File: src/rtl/fifo_wr_arbiter.sv
// Round-robin arbiter sharing one synchronous FIFO write port among NUM_REQ producers.
// A grant lasts until the packet ends, the burst limit is hit, or the owner drops valid.
//
// state | meaning
// IDLE  | no owner; arbitrate among valid requesters, starting after last_grant
// GRANT | grant_id owns the write port; FIFO full stalls without releasing
module fifo_wr_arbiter #(
  parameter int NUM_REQ    = 4,
  parameter int DATA_WIDTH = 8,
  parameter int MAX_BURST  = 4,
  localparam int IDW       = (NUM_REQ > 1) ? $clog2(NUM_REQ) : 1
) (
  input  logic                          clk,
  input  logic                          reset_n,
  input  logic [NUM_REQ-1:0]            req_valid,
  input  logic [NUM_REQ*DATA_WIDTH-1:0] req_data,
  input  logic [NUM_REQ-1:0]            req_last,
  output logic [NUM_REQ-1:0]            req_ready,
  input  logic                          fifo_full,
  output logic                          fifo_write_en,
  output logic [DATA_WIDTH-1:0]         fifo_data_in,
  output logic [IDW-1:0]                grant_id,
  output logic                          busy
);

  localparam int BW = $clog2(MAX_BURST + 1);
  localparam logic [IDW:0]    NUM_REQ_W   = (IDW+1)'(NUM_REQ);
  localparam logic [BW-1:0]   MAX_BURST_W = BW'(MAX_BURST);
  localparam logic [IDW-1:0]  LAST_INIT   = IDW'(NUM_REQ - 1);

  typedef enum logic {IDLE = 1'b0, GRANT = 1'b1} state_t;

  state_t          state_q, state_d;
  logic [IDW-1:0]  grant_q, grant_d;
  logic [IDW-1:0]  last_grant_q, last_grant_d;
  logic [BW-1:0]   beat_cnt_q, beat_cnt_d;
  logic            busy_q, busy_d;

  logic [IDW:0]    cand;
  logic [IDW-1:0]  pick_id;
  logic            pick_found;
  logic            g_valid, g_last, xfer;
  logic [BW-1:0]   beat_inc;

  // Wrap-around search starting one past the previous owner.
  always_comb begin
    pick_found = 1'b0;
    pick_id    = '0;
    cand       = '0;
    for (int k = 1; k <= NUM_REQ; k++) begin
      cand = {1'b0, last_grant_q} + (IDW+1)'(k);
      if (cand >= NUM_REQ_W) cand = cand - NUM_REQ_W;
      if (!pick_found && req_valid[cand[IDW-1:0]]) begin
        pick_found = 1'b1;
        pick_id    = cand[IDW-1:0];
      end
    end
  end

  assign g_valid  = req_valid[grant_q];
  assign g_last   = req_last[grant_q];
  assign xfer     = (state_q == GRANT) && g_valid && !fifo_full;
  assign beat_inc = beat_cnt_q + BW'(1);

  always_comb begin
    state_d      = state_q;
    grant_d      = grant_q;
    last_grant_d = last_grant_q;
    beat_cnt_d   = beat_cnt_q;
    case (state_q)
      IDLE: begin
        if (pick_found) begin
          state_d    = GRANT;
          grant_d    = pick_id;
          beat_cnt_d = '0;
        end
      end
      GRANT: begin
        if (xfer) beat_cnt_d = beat_inc;
        // A stalled owner that keeps valid high holds the grant.
        if (!g_valid || (xfer && (g_last || beat_inc == MAX_BURST_W))) begin
          state_d      = IDLE;
          last_grant_d = grant_q;
        end
      end
    endcase
    busy_d = (state_d == GRANT);
  end

  always_comb begin
    req_ready     = '0;
    fifo_write_en = 1'b0;
    fifo_data_in  = '0;
    if (state_q == GRANT) begin
      req_ready[grant_q] = !fifo_full;
      fifo_write_en      = xfer;
      fifo_data_in       = req_data[int'(grant_q)*DATA_WIDTH +: DATA_WIDTH];
    end
  end

  always_ff @(posedge clk or negedge reset_n) begin
    if (!reset_n) begin
      state_q      <= IDLE;
      grant_q      <= '0;
      last_grant_q <= LAST_INIT;
      beat_cnt_q   <= '0;
      busy_q       <= 1'b0;
    end else begin
      state_q      <= state_d;
      grant_q      <= grant_d;
      last_grant_q <= last_grant_d;
      beat_cnt_q   <= beat_cnt_d;
      busy_q       <= busy_d;
    end
  end

  assign grant_id = grant_q;
  assign busy     = busy_q;

endmodule

File: config.mk
export PLATFORM = sky130hd
export DESIGN_NAME = fifo_wr_arbiter
export DESIGN_NICKNAME = d
export VERILOG_FILES = /design/src/rtl/fifo_wr_arbiter.sv
export SDC_FILE = /design/constraint.sdc
export NUM_CORES = 1
export LEC_CHECK = 0
export BUFFER_PORTS_ARGS = -buffer_cell sky130_fd_sc_hd__buf_4
export CORE_UTILIZATION = 43
export DETAILED_ROUTE_END_ITERATION = 6
export PLACE_DENSITY = 0.84
export SYNTH_ARGS = -nofsm -noshare
export SYNTH_HDL_FRONTEND = slang
export SYNTH_SLANG_ARGS = --single-unit
File: constraint.sdc
create_clock -name clk -period 2.9 [get_ports clk]
set_input_delay 0.145 -clock clk [delete_from_list [all_inputs] [get_ports clk]]
set_output_delay 0.145 -clock clk [all_outputs]
set_load 0.05 [all_outputs]
==> impl_results.md, run 1 <==
* Count of final hold-check violations at 0
* Vias in the first global route at 792
* Required @ worst endpoint at 2.76 ns
* Synth unique cells at 34
* Routed WL at 2130 um
* DR vias at 852
* DRT Pass-1 Iters at 4
* H-tree depth at 1
* Layout Skew at 0.00206 ns
* Arrival time at the worst endpoint at 2.07 ns
* Vias/cell at 5.36
* Clock-pin transition on the worst setup and hold timing paths at 0.05 ns
* Sequential-to-total area share from yosys stat at 24.7%
* CP Capture Type: output pin
* Inserted Clock Buffers at 3
* First-pass GRT wire length at 3130 um
* Max-cap viol count at 0
* Clock sinks at 8
* GRT overflow at 0
* Ports at 59
* Diode count at 0
* Final setup vio count at 0
* Avg Cell Area, Syn at 10.7 um^2
* Leak pwr at 0.000638 uW
* # Post-CTS Setup Buffers at 0
* DRC at 0
* Startpoint Class: register
* Max-slew violations at 0
* Die Y-Extent at 45.7 um
* Setup TNS at 0 ns
* Die area at 0.00209 mm^2
* Num rows at 15
* RSZ-0062 raised after global routing: false
* Nets@finish at 181
* Filler Cells Inserted at 138
* Synth-to-Final Area Change at 57.2%
* Die Wd at 45.7 um
* Post-Syn Instances at 77
* #FFs+latches synth at 8
* WS Path Type: reg2out
* Status: finished, final reports clean
* Tmin final at 2.22 ns
* Normalized max-slew margin at 50.9%
* Total track usage at 20.4%
* Pin count of the biggest net entering global routing at 19
* CTS tree: built
* Initial Utilization at 46.5%
* Worst vdd ir at 594 uV
* Root buf cell: clkbuf_4
* Fmax at 451 MHz
* CP max FO at 18
* Final Cycle Share at 76.5%
* Syn_nets at 122
* Drt initial violations at 15
* Initial antenna violation count at 0
* Worst Hold Class: in2reg
* ANT nets after route at 0
* Core box area at 0.00176 mm^2
* Clk Latency, worst-skew pair at 0.25 ns
* Layout cells sized above 1 at 58.2%
* Ys Warns at 0
* Clock tree buffer depth at 2
* Overall Power at 1370 uW
* Average wire per standard cell at 13.4 um
* Slew of the pin with the lowest slew margin at 0.737 ns
* Routability Congestion at 0.831
* Post-Syn Area at 821 um^2
* Post-DP HPWL at 1750 um
* Pwr Density at 1060 mW/mm^2
* I/O Buffers at 58
power by group:
part           switching (uW)  total (uW)  internal (uW)
Clock                    35.2        82.4           47.2
Combinational             547         977            431
Sequential                144         314            170
critical path, cell delays in order, from the launching register on:
cell and delay (ns):
dfrtp_1 0.76, mux4_2 0.63, nand2_1 0.20, inv_1 0.06, buf_4 0.19
state kept, by name, indices dropped and copies added (netlist names):
register      count
last_grant_q      2
busy              1
beat_cnt_q        3
grant_id          2
metrics by stage:
step | setup slack, ns | std cells | utilization [%] | hold slack [ns] | instance area (um^2)
floorplan | 0.562 | 77 | - | -0.151 | 821
global placement | 0.859 | 155 | 71.3 | -0.0339 | 1260
detailed placement | 0.794 | 155 | 71.3 | -0.0316 | 1260
CTS | 0.656 | 159 | 73.1 | 0.199 | 1290
global route | 0.568 | 159 | 73.1 | 0.215 | 1290
finish | 0.680 | 159 | 73.1 | 0.201 | 1290
worst paths after layout:
kind / start / to / slack (ns) / depth (start not counted)
hold / removal: fifo_full / beat_cnt_q[1] / 0.20 / 4
max in group asynchronous: reset_n / last_grant_q[1] / 2.45 / 2
min in group asynchronous: reset_n / beat_cnt_q[2] / 0.24 / 2
setup reg to reg: grant_id[0] / last_grant_q[1] / 0.83 / 4
setup / recovery: grant_id[1] / fifo_write_en / 0.68 / 4
hold reg to reg: beat_cnt_q[2] / beat_cnt_q[2] / 0.53 / 1
synthesized netlist by cell type:
library cell / number / area share (%)
a21o_1: 2 / 1.8
nand3b_1: 1 / 0.91
mux2i_1: 4 / 4.9
ha_1: 2 / 3.0
and2_1: 8 / 6.1
o22a_1: 1 / 1.1
nor3_1: 2 / 1.2
nand2_1: 2 / 0.91
dfstp_2: 2 / 6.4
a2111oi_4: 1 / 3.4
dfrtp_1: 6 / 18
buf_6: 1 / 1.4
a21oi_1: 1 / 0.61
nand2b_1: 2 / 1.5
inv_1: 3 / 1.4
buf_2: 3 / 1.8
nor2_2: 1 / 0.76
o21ai_0: 1 / 0.61
nor3b_1: 2 / 1.8
a2bb2oi_1: 1 / 1.1
xnor2_1: 1 / 1.1
nor4_1: 1 / 0.76
nand3_1: 3 / 1.8
nor2b_1: 1 / 0.76
and3_1: 1 / 0.76
nor2_1: 6 / 2.7
mux4_2: 9 / 25
mux2_2: 2 / 2.7
a31oi_1: 2 / 1.5
or3b_2: 1 / 1.1
a211oi_1: 1 / 0.91
or2_2: 1 / 0.76
a21boi_0: 1 / 0.91
clkbuf_1: 1 / 0.46
metal layers:
layer  vias up  routed length, um  GRT usage, %
met4         0                  5          5.88
met1       401                789          21.2
li1        406                  -             -
met5         -                  0             0
met2        43               1090          40.0
met3         2                245          4.37
cells by family after synthesis:
kind of cell | Yosys count | share of synthesized area [%]
AND/OR/NAND/NOR | 32 | 22.0
multiplexers | 15 | 32.3
AO/OA/AOI/OAI | 11 | 11.9
buffers and inverters | 8 | 5.03
flip-flops | 8 | 24.7
adder cells (fa/ha/maj) | 2 | 3.05
XOR/XNOR | 1 | 1.07
cell type report:
cell class	instances	area (um^2)	share of cell area, %
clock buffers	3	22.5	1.75
inverters	3	11.3	0.873
multi-input cells	61	577	44.7
flip-flops and latches	8	203	15.7
well taps	25	31.3	2.42
repair buffers	59	445	34.5
repair_timing:
action | in CTS | in global routing
hold buffers | 1 | 0
gates resized for setup | 0 | 0
hold endpoints to repair | 8 | 0
placed cells by master, fill, tap and decap left out, types with 2 or more instances in the layout:
cell       n
mux4_2     9
clkbuf_4   3
and2_1     8
nand3_1    3
ha_1       2
nor2_1     6
nand2_1    2
dfstp_2    2
a21o_1     2
nor3b_1    2
a31oi_1    2
mux2i_1    4
mux2_2     2
buf_4     58
dfrtp_1    6
inv_1      3
nor3_1     2
nand2b_1   2
(Power assumes the default switching activity.)
==> run 2: changes to the inputs <==
Settings changed: ABC_AREA set to 1, CORE_UTILIZATION 43 to 42, PLACE_DENSITY 0.84 to 0.79.
Clock period 2.9 ns to 2.2 ns, I/O delays scaled along.
==> impl_results.md, run 2 <==
* Status: finished, final reports clean
* Ys Warns at 0 (unchanged)
* Worst Hold Class: in2async
* I/O Buffers at 58 (unchanged)
* RSZ-0062 raised after global routing: false
* Crit Reg-Reg Endpoint: grant_id[1]
* CP cell instances: nand2_1 -> clkinv_1 -> nand2_1 -> a31oi_1 -> buf_4
* Most frequent cells in the layout: nand2_1 (75), buf_4 (58), inv_1 (13), nor2_1 (11), nand3_1 (10)
* Metal2 WL at 1540 um (+41%)
* Max stage delay cell, worst path: dfrtp_1
* Core box area at 0.00202 mm^2 (+15%)
* Routability Congestion at 0.998 (+20%)
* Average wire per standard cell at 12.6 um (-5.9%)
* Sequential-to-total area share from yosys stat at 21.7% (-3.0 points)
* Die Y-Extent at 49.2 um (+7.6%)
* Worst vdd ir at 1060 uV (+78%)
* Initial Utilization at 46.2% (-0.30 points)
* Reg2reg setup slack at 0.44 ns (-0.39 ns)
* Routed wl met3 at 158 um (-36%)
* Num rows at 16 (+1)
* Routed met1 length at 1380 um (+75%)
* Most numerous cell in the Yosys netlist: nand2_1
* Final setup vio count at 0 (unchanged)
* CTS resizes at 0 (unchanged)
* Die Wd at 49.2 um (+7.6%)
* Worst r2r src: last_grant_q[0]
* Post-synth top area share at 30.1% (+5.4 points)
* Tmin final at 1.93 ns
* Max-slew violations at 0 (unchanged)
* GRT overflow at 0 (unchanged)
* Slew of the pin with the lowest slew margin at 0.453 ns (-0.283 ns)
* Final Cycle Share at 87.6%
* Layout cells sized above 1 at 34.9% (-23 points)
* Filler Cells Inserted at 183 (+33%)
* Total track usage at 26.6% (+6.2 points)
* Number of flip-flops in the largest register at 3 (unchanged)
* Highest metal used: met4
* Routed WL at 3090 um (+45%)
* Pin count of the biggest net entering global routing at 11 (-8)
* Synth Flop Type: dfrtp_1
* Required @ worst endpoint at 2.09 ns (-0.67 ns)
* Most frequent CP cell: nand2_1
* Post-DP HPWL at 2470 um (+41%)
* Post-Syn Area at 935 um^2 (+14%)
* H-tree depth at 1 (unchanged)
* Layout Skew at 0.00587 ns (+0.00381 ns)
* Leak pwr at 0.000802 uW (+26%)
* CP Capture Type: output pin
* Fmax at 519 MHz
* Synth unique cells at 24 (-29%)
* Clk Latency, worst-skew pair at 0.25 ns (about the same)
* Critical Path End: fifo_data_in[6]
* Hold Slack at 0.228 ns (+0.0266 ns)
* Largest reg by FF count: beat_cnt_q
* Synth-to-Final Area Change at 52.2%
* Reg area at 203 um^2 (unchanged)
* DRC at 0 (unchanged)
* WS Path Type: reg2out
* Root buf cell: clkbuf_4
* Max-cap viol count at 0 (unchanged)
* Clock sinks at 8 (unchanged)
* Initial antenna violation count at 0 (unchanged)
* Vias/cell at 5.07 (-5.3%)
* Pwr Density at 1490 mW/mm^2 (+40%)
* Most frequent cells after synthesis: nand2_1 (75), inv_1 (13), nor2_1 (11), nand3_1 (10), a31oi_1 (9)
* Post-Syn Instances at 158 (+110%)
* Syn_nets at 203 (+66%)
* Ports at 59 (unchanged)
* Multi-input gate area at 647 um^2 (+12%)
* CTS tree: built
* Normalized max-slew margin at 69.8% (+19 points)
* Clock tree buffer depth at 2 (unchanged)
* Top post-synthesis cells by area: nand2_1 (30%), dfrtp_1 (16%), a22oi_1 (6.4%)
* ANT nets after route at 0 (unchanged)
* Synth area leader: nand2_1
* Slowest cell delay on critical path at 0.62 ns (-0.14 ns)
* Setup TNS at 0 ns (unchanged)
* Arrival time at the worst endpoint at 1.82 ns (-0.25 ns)
* Reg2Reg Depth at 11 (+7)
* Count of final hold-check violations at 0 (unchanged)
* CP Launch Point: grant_id[0]
* Fraction of registers with async set or reset after synthesis at 100% (unchanged)
* Drt initial violations at 35 (+20)
* #FFs+latches synth at 8 (unchanged)
* Diode count at 0 (unchanged)
* First-pass GRT wire length at 5020 um (+61%)
* DR vias at 1243 (+46%)
* Clock-pin transition on the worst setup and hold timing paths at 0.06 ns (about the same)
* Vias in the first global route at 1177 (+49%)
* # Post-CTS Setup Buffers at 0 (unchanged)
* DRT Pass-1 Iters at 4 (unchanged)
* Die area at 0.00242 mm^2 (+16%)
* Nets@finish at 265 (+46%)
* Avg Cell Area, Syn at 5.92 um^2 (-45%)
* Startpoint Class: register
* Commonest non-fill, non-tap cell in the layout: nand2_1
* CP max FO at 9 (-9)
* Number of synthesized flops with an enable pin at 0 (unchanged)
* Inserted Clock Buffers at 3 (unchanged)
==> run 2: cell count changes after synthesis, sizes merged, moves of 7 or more <==
cell	delta
a22oi	+8
a31oi	+7
and2	-8
inv	+14
mux4	-9
nand2	+75
nand3	+7
nor2	+8
==> run 2: worst min path at each step <==
stage | start | end | slack, ns | cells after the start
floorplan | reset_n | beat_cnt_q[0] | -0.19 | 0
global placement | reset_n | beat_cnt_q[1] | -0.07 | 1
detailed placement | reset_n | beat_cnt_q[1] | -0.07 | 1
CTS | reset_n | beat_cnt_q[1] | 0.20 | 2
global route | reset_n | grant_id[0] | 0.23 | 2
finish | reset_n | grant_id[0] | 0.23 | 2
==> run 2: final cells by class <==
cell class	count	share of cell area, %
Timing Repair Buffer	59	31.3
Clock buffer	3	1.58
Inverter	19	5.01
Tap cell	27	2.37
Multi-Input combinational cell	129	45.5
Sequential cell	8	14.2
==> run 2: kinds of logic (layout without fill, tap and decap cells) <==
kind of cell	after synthesis	after routing	share of synthesized area, %
AO/OA/AOI/OAI	20	20	16.1
XOR/XNOR	1	1	0.937
adder cells (fa/ha/maj)	2	2	2.68
buffers and inverters	21	81	9.64
flip-flops	8	8	21.7
AND/OR/NAND/NOR	106	106	49.0
==> run 2: per-stage QoR <==
stage	cells	power (uW)	instance area (um^2)	utilization, %	setup slack [ns]
after floorplan	158	1570	940	-	0.0733
after global placement	241	1960	1390	68.8	0.560
after detailed placement	241	2000	1390	68.8	0.486
after CTS	245	2120	1420	70.4	0.256
after global routing	245	2290	1420	70.4	0.120
final	245	2120	1420	70.4	0.273
==> run 2: metal layers <==
| layer | vias to the layer above | track usage (%) |
|---|---|---|
| met4 | 0 | 8.82 |
| met3 | 2 | 3.74 |
| met1 | 563 | 33.0 |
| met2 | 41 | 46.3 |
| li1 | 637 | - |
| met5 | - | 0 |
==> run 2: worst max-delay path, delay by kind of cell (launching register included) <==
family	cells	cell delay [ns]
compound gates	1	0.18
simple gates	2	0.30
flops	1	0.62
buf+inv	2	0.46
==> run 2: power by group <==
part | switching [uW] | leakage, uW | internal (uW)
Clock | 50.5 | 0.0000138 | 62.5
Sequential | 123 | 0.0000980 | 221
Combinational | 1150 | 0.000691 | 516
==> run 2: repair_timing <==
| item | in CTS | in global routing |
|---|---|---|
| hold buffers | 1 | 0 |
| setup endpoints to repair | 0 | 0 |
| hold endpoints to repair | 8 | 0 |
==> run 3: changes to the inputs <==
Settings changed: ABC_AREA 1 to unset, CORE_UTILIZATION 42 to 40.
==> impl_results.md, run 3 (same netlist as run 1, synthesis figures left out) <==
* ANT nets after route at 0 (unchanged)
* Max stage delay cell, worst path: mux4_2
* Most frequent CP cell: buf_4
* Layout cells sized above 1 at 60.9% (+26 points)
* Commonest non-fill, non-tap cell in the layout: buf_4
* Root buf cell: clkbuf_4
* Worst Hold Class: in2reg
* Number of flip-flops in the largest register at 3 (unchanged)
* Leak pwr at 0.000659 uW (-18%)
* Total track usage at 17.9% (-8.7 points)
* Diode count at 0 (unchanged)
* Die Y-Extent at 47.3 um (-3.8%)
* Slew of the pin with the lowest slew margin at 0.421 ns (-0.0322 ns)
* Final Cycle Share at 85.2% (-2.4 points)
* First-pass GRT wire length at 2800 um (-44%)
* Clk Latency, worst-skew pair at 0.24 ns (about the same)
* Filler Cells Inserted at 157 (-14%)
* DR vias at 834 (-33%)
* Pin count of the biggest net entering global routing at 17 (+6)
* H-tree depth at 1 (unchanged)
* Fmax at 534 MHz (+2.8%)
* CP cell instances: buf_4 -> mux4_2 -> and2_1 -> buf_4
* Vias in the first global route at 701 (-40%)
* CTS tree: built
* Ports at 59 (unchanged)
* Core box area at 0.00194 mm^2 (-4.0%)
* Post-DP HPWL at 1720 um (-30%)
* Tmin final at 1.87 ns (-0.0528 ns)
* Arrival time at the worst endpoint at 1.76 ns (-0.06 ns)
* Normalized max-slew margin at 71.7% (+1.9 points)
* Largest reg by FF count: beat_cnt_q
* Slowest cell delay on critical path at 0.52 ns (-0.10 ns)
* Most frequent cells in the layout: buf_4 (62), mux4_2 (9), and2_1 (8), nor2_1 (6), dfrtp_1 (6)
* Inserted Clock Buffers at 3 (unchanged)
* Startpoint Class: register
* Pwr Density at 1400 mW/mm^2 (-6.0%)
* Clock tree buffer depth at 2 (unchanged)
* CP max FO at 16 (+7)
* Clock sinks at 8 (unchanged)
* Routability Congestion at 0.802 (-20%)
* Final setup vio count at 0 (unchanged)
* Nets@finish at 185 (-30%)
* Routed WL at 2070 um (-33%)
* Max-cap viol count at 0 (unchanged)
* WS Path Type: reg2out
* CP Capture Type: output pin
* GRT overflow at 0 (unchanged)
* Max-slew violations at 0 (unchanged)
* I/O Buffers at 58 (unchanged)
* Drt initial violations at 9 (-74%)
* Die area at 0.00224 mm^2 (-7.5%)
* Reg area at 203 um^2 (unchanged)
* Initial antenna violation count at 0 (unchanged)
* Layout Skew at 0.000345 ns (-0.00552 ns)
* RSZ-0062 raised after global routing: false
* Worst vdd ir at 989 uV (-6.6%)
* # Post-CTS Setup Buffers at 0 (unchanged)
* DRC at 0 (unchanged)
* Count of final hold-check violations at 0 (unchanged)
* Hold Slack at 0.170 ns (-0.0577 ns)
* Synth-to-Final Area Change at 62.3%
* Setup TNS at 0 ns (unchanged)
* Die Wd at 47.3 um (-3.8%)
* Clock-pin transition on the worst setup and hold timing paths at 0.05 ns (about the same)
* Required @ worst endpoint at 2.09 ns (about the same)
* Multi-input gate area at 587 um^2 (-9.3%)
* Average wire per standard cell at 12.6 um (-0.48%)
* Status: finished, final reports clean
* Initial Utilization at 42.3% (-4.0 points)
* Num rows at 16 (unchanged)
* DRT Pass-1 Iters at 4 (unchanged)
* Vias/cell at 5.05 (-0.37%)
## run 3: what timing repair did
action                                 CTS  global route
hold buffers                             1             0
gates resized for setup                  0             0
endpoints found under the hold margin    8             0
## run 3: routing by layer
layer / wire, um / vias to the layer above / GRT usage (%)
met5: 0 / - / 0
met4: 0 / 0 / 5.14
met3: 197 / 0 / 1.92
met2: 1030 / 43 / 35.1
met1: 848 / 380 / 19.8
li1: - / 411 / -
## run 3: power breakdown
| group | switching (uW) | internal (uW) |
|---|---|---|
| Clock | 43.5 | 62.0 |
| Combinational | 855 | 615 |
| Sequential | 69.7 | 227 |
| Total | 968 | 904 |
## run 3: cell type report
class | count | share of cell area, %
inverter | 3 | 0.845
timing repair buffer | 63 | 35.7
multi-input combinational | 61 | 44.0
sequential | 8 | 15.2
clock buffer | 3 | 1.69
tap | 27 | 2.54
## run 3: final timing paths
path,startpoint,slack (ns),endpoint,depth (start not counted)
min,fifo_full,0.17,beat_cnt_q[1],4
min reg2reg,beat_cnt_q[0],0.53,beat_cnt_q[0],1
max in group asynchronous,reset_n,1.78,last_grant_q[1],2
max reg2reg,grant_id[1],0.45,last_grant_q[0],5
max,grant_id[0],0.33,fifo_data_in[4],4
min in group asynchronous,reset_n,0.21,beat_cnt_q[0],2
## run 3: per-stage QoR
step                      utilization (%)  total power, uW  worst slack [ns]  cell area, um^2  instances
final                                68.6             1870             0.326             1330        165
after global placement               66.9             1760             0.485             1300        161
after detailed placement             66.9             1780             0.423             1300        161
after global routing                 68.6             2000             0.227             1330        165
after floorplan                         -             1400             0.108              831         77
after CTS                            68.6             1900             0.316             1330        165
## run 3: worst max-delay path: cells and delay by family, from the launching register on
kind / cells / cell delay, ns
flip-flops: 1 / 0.36
AND/OR/NAND/NOR: 1 / 0.18
buffers and inverters: 2 / 0.46
multiplexers: 1 / 0.52
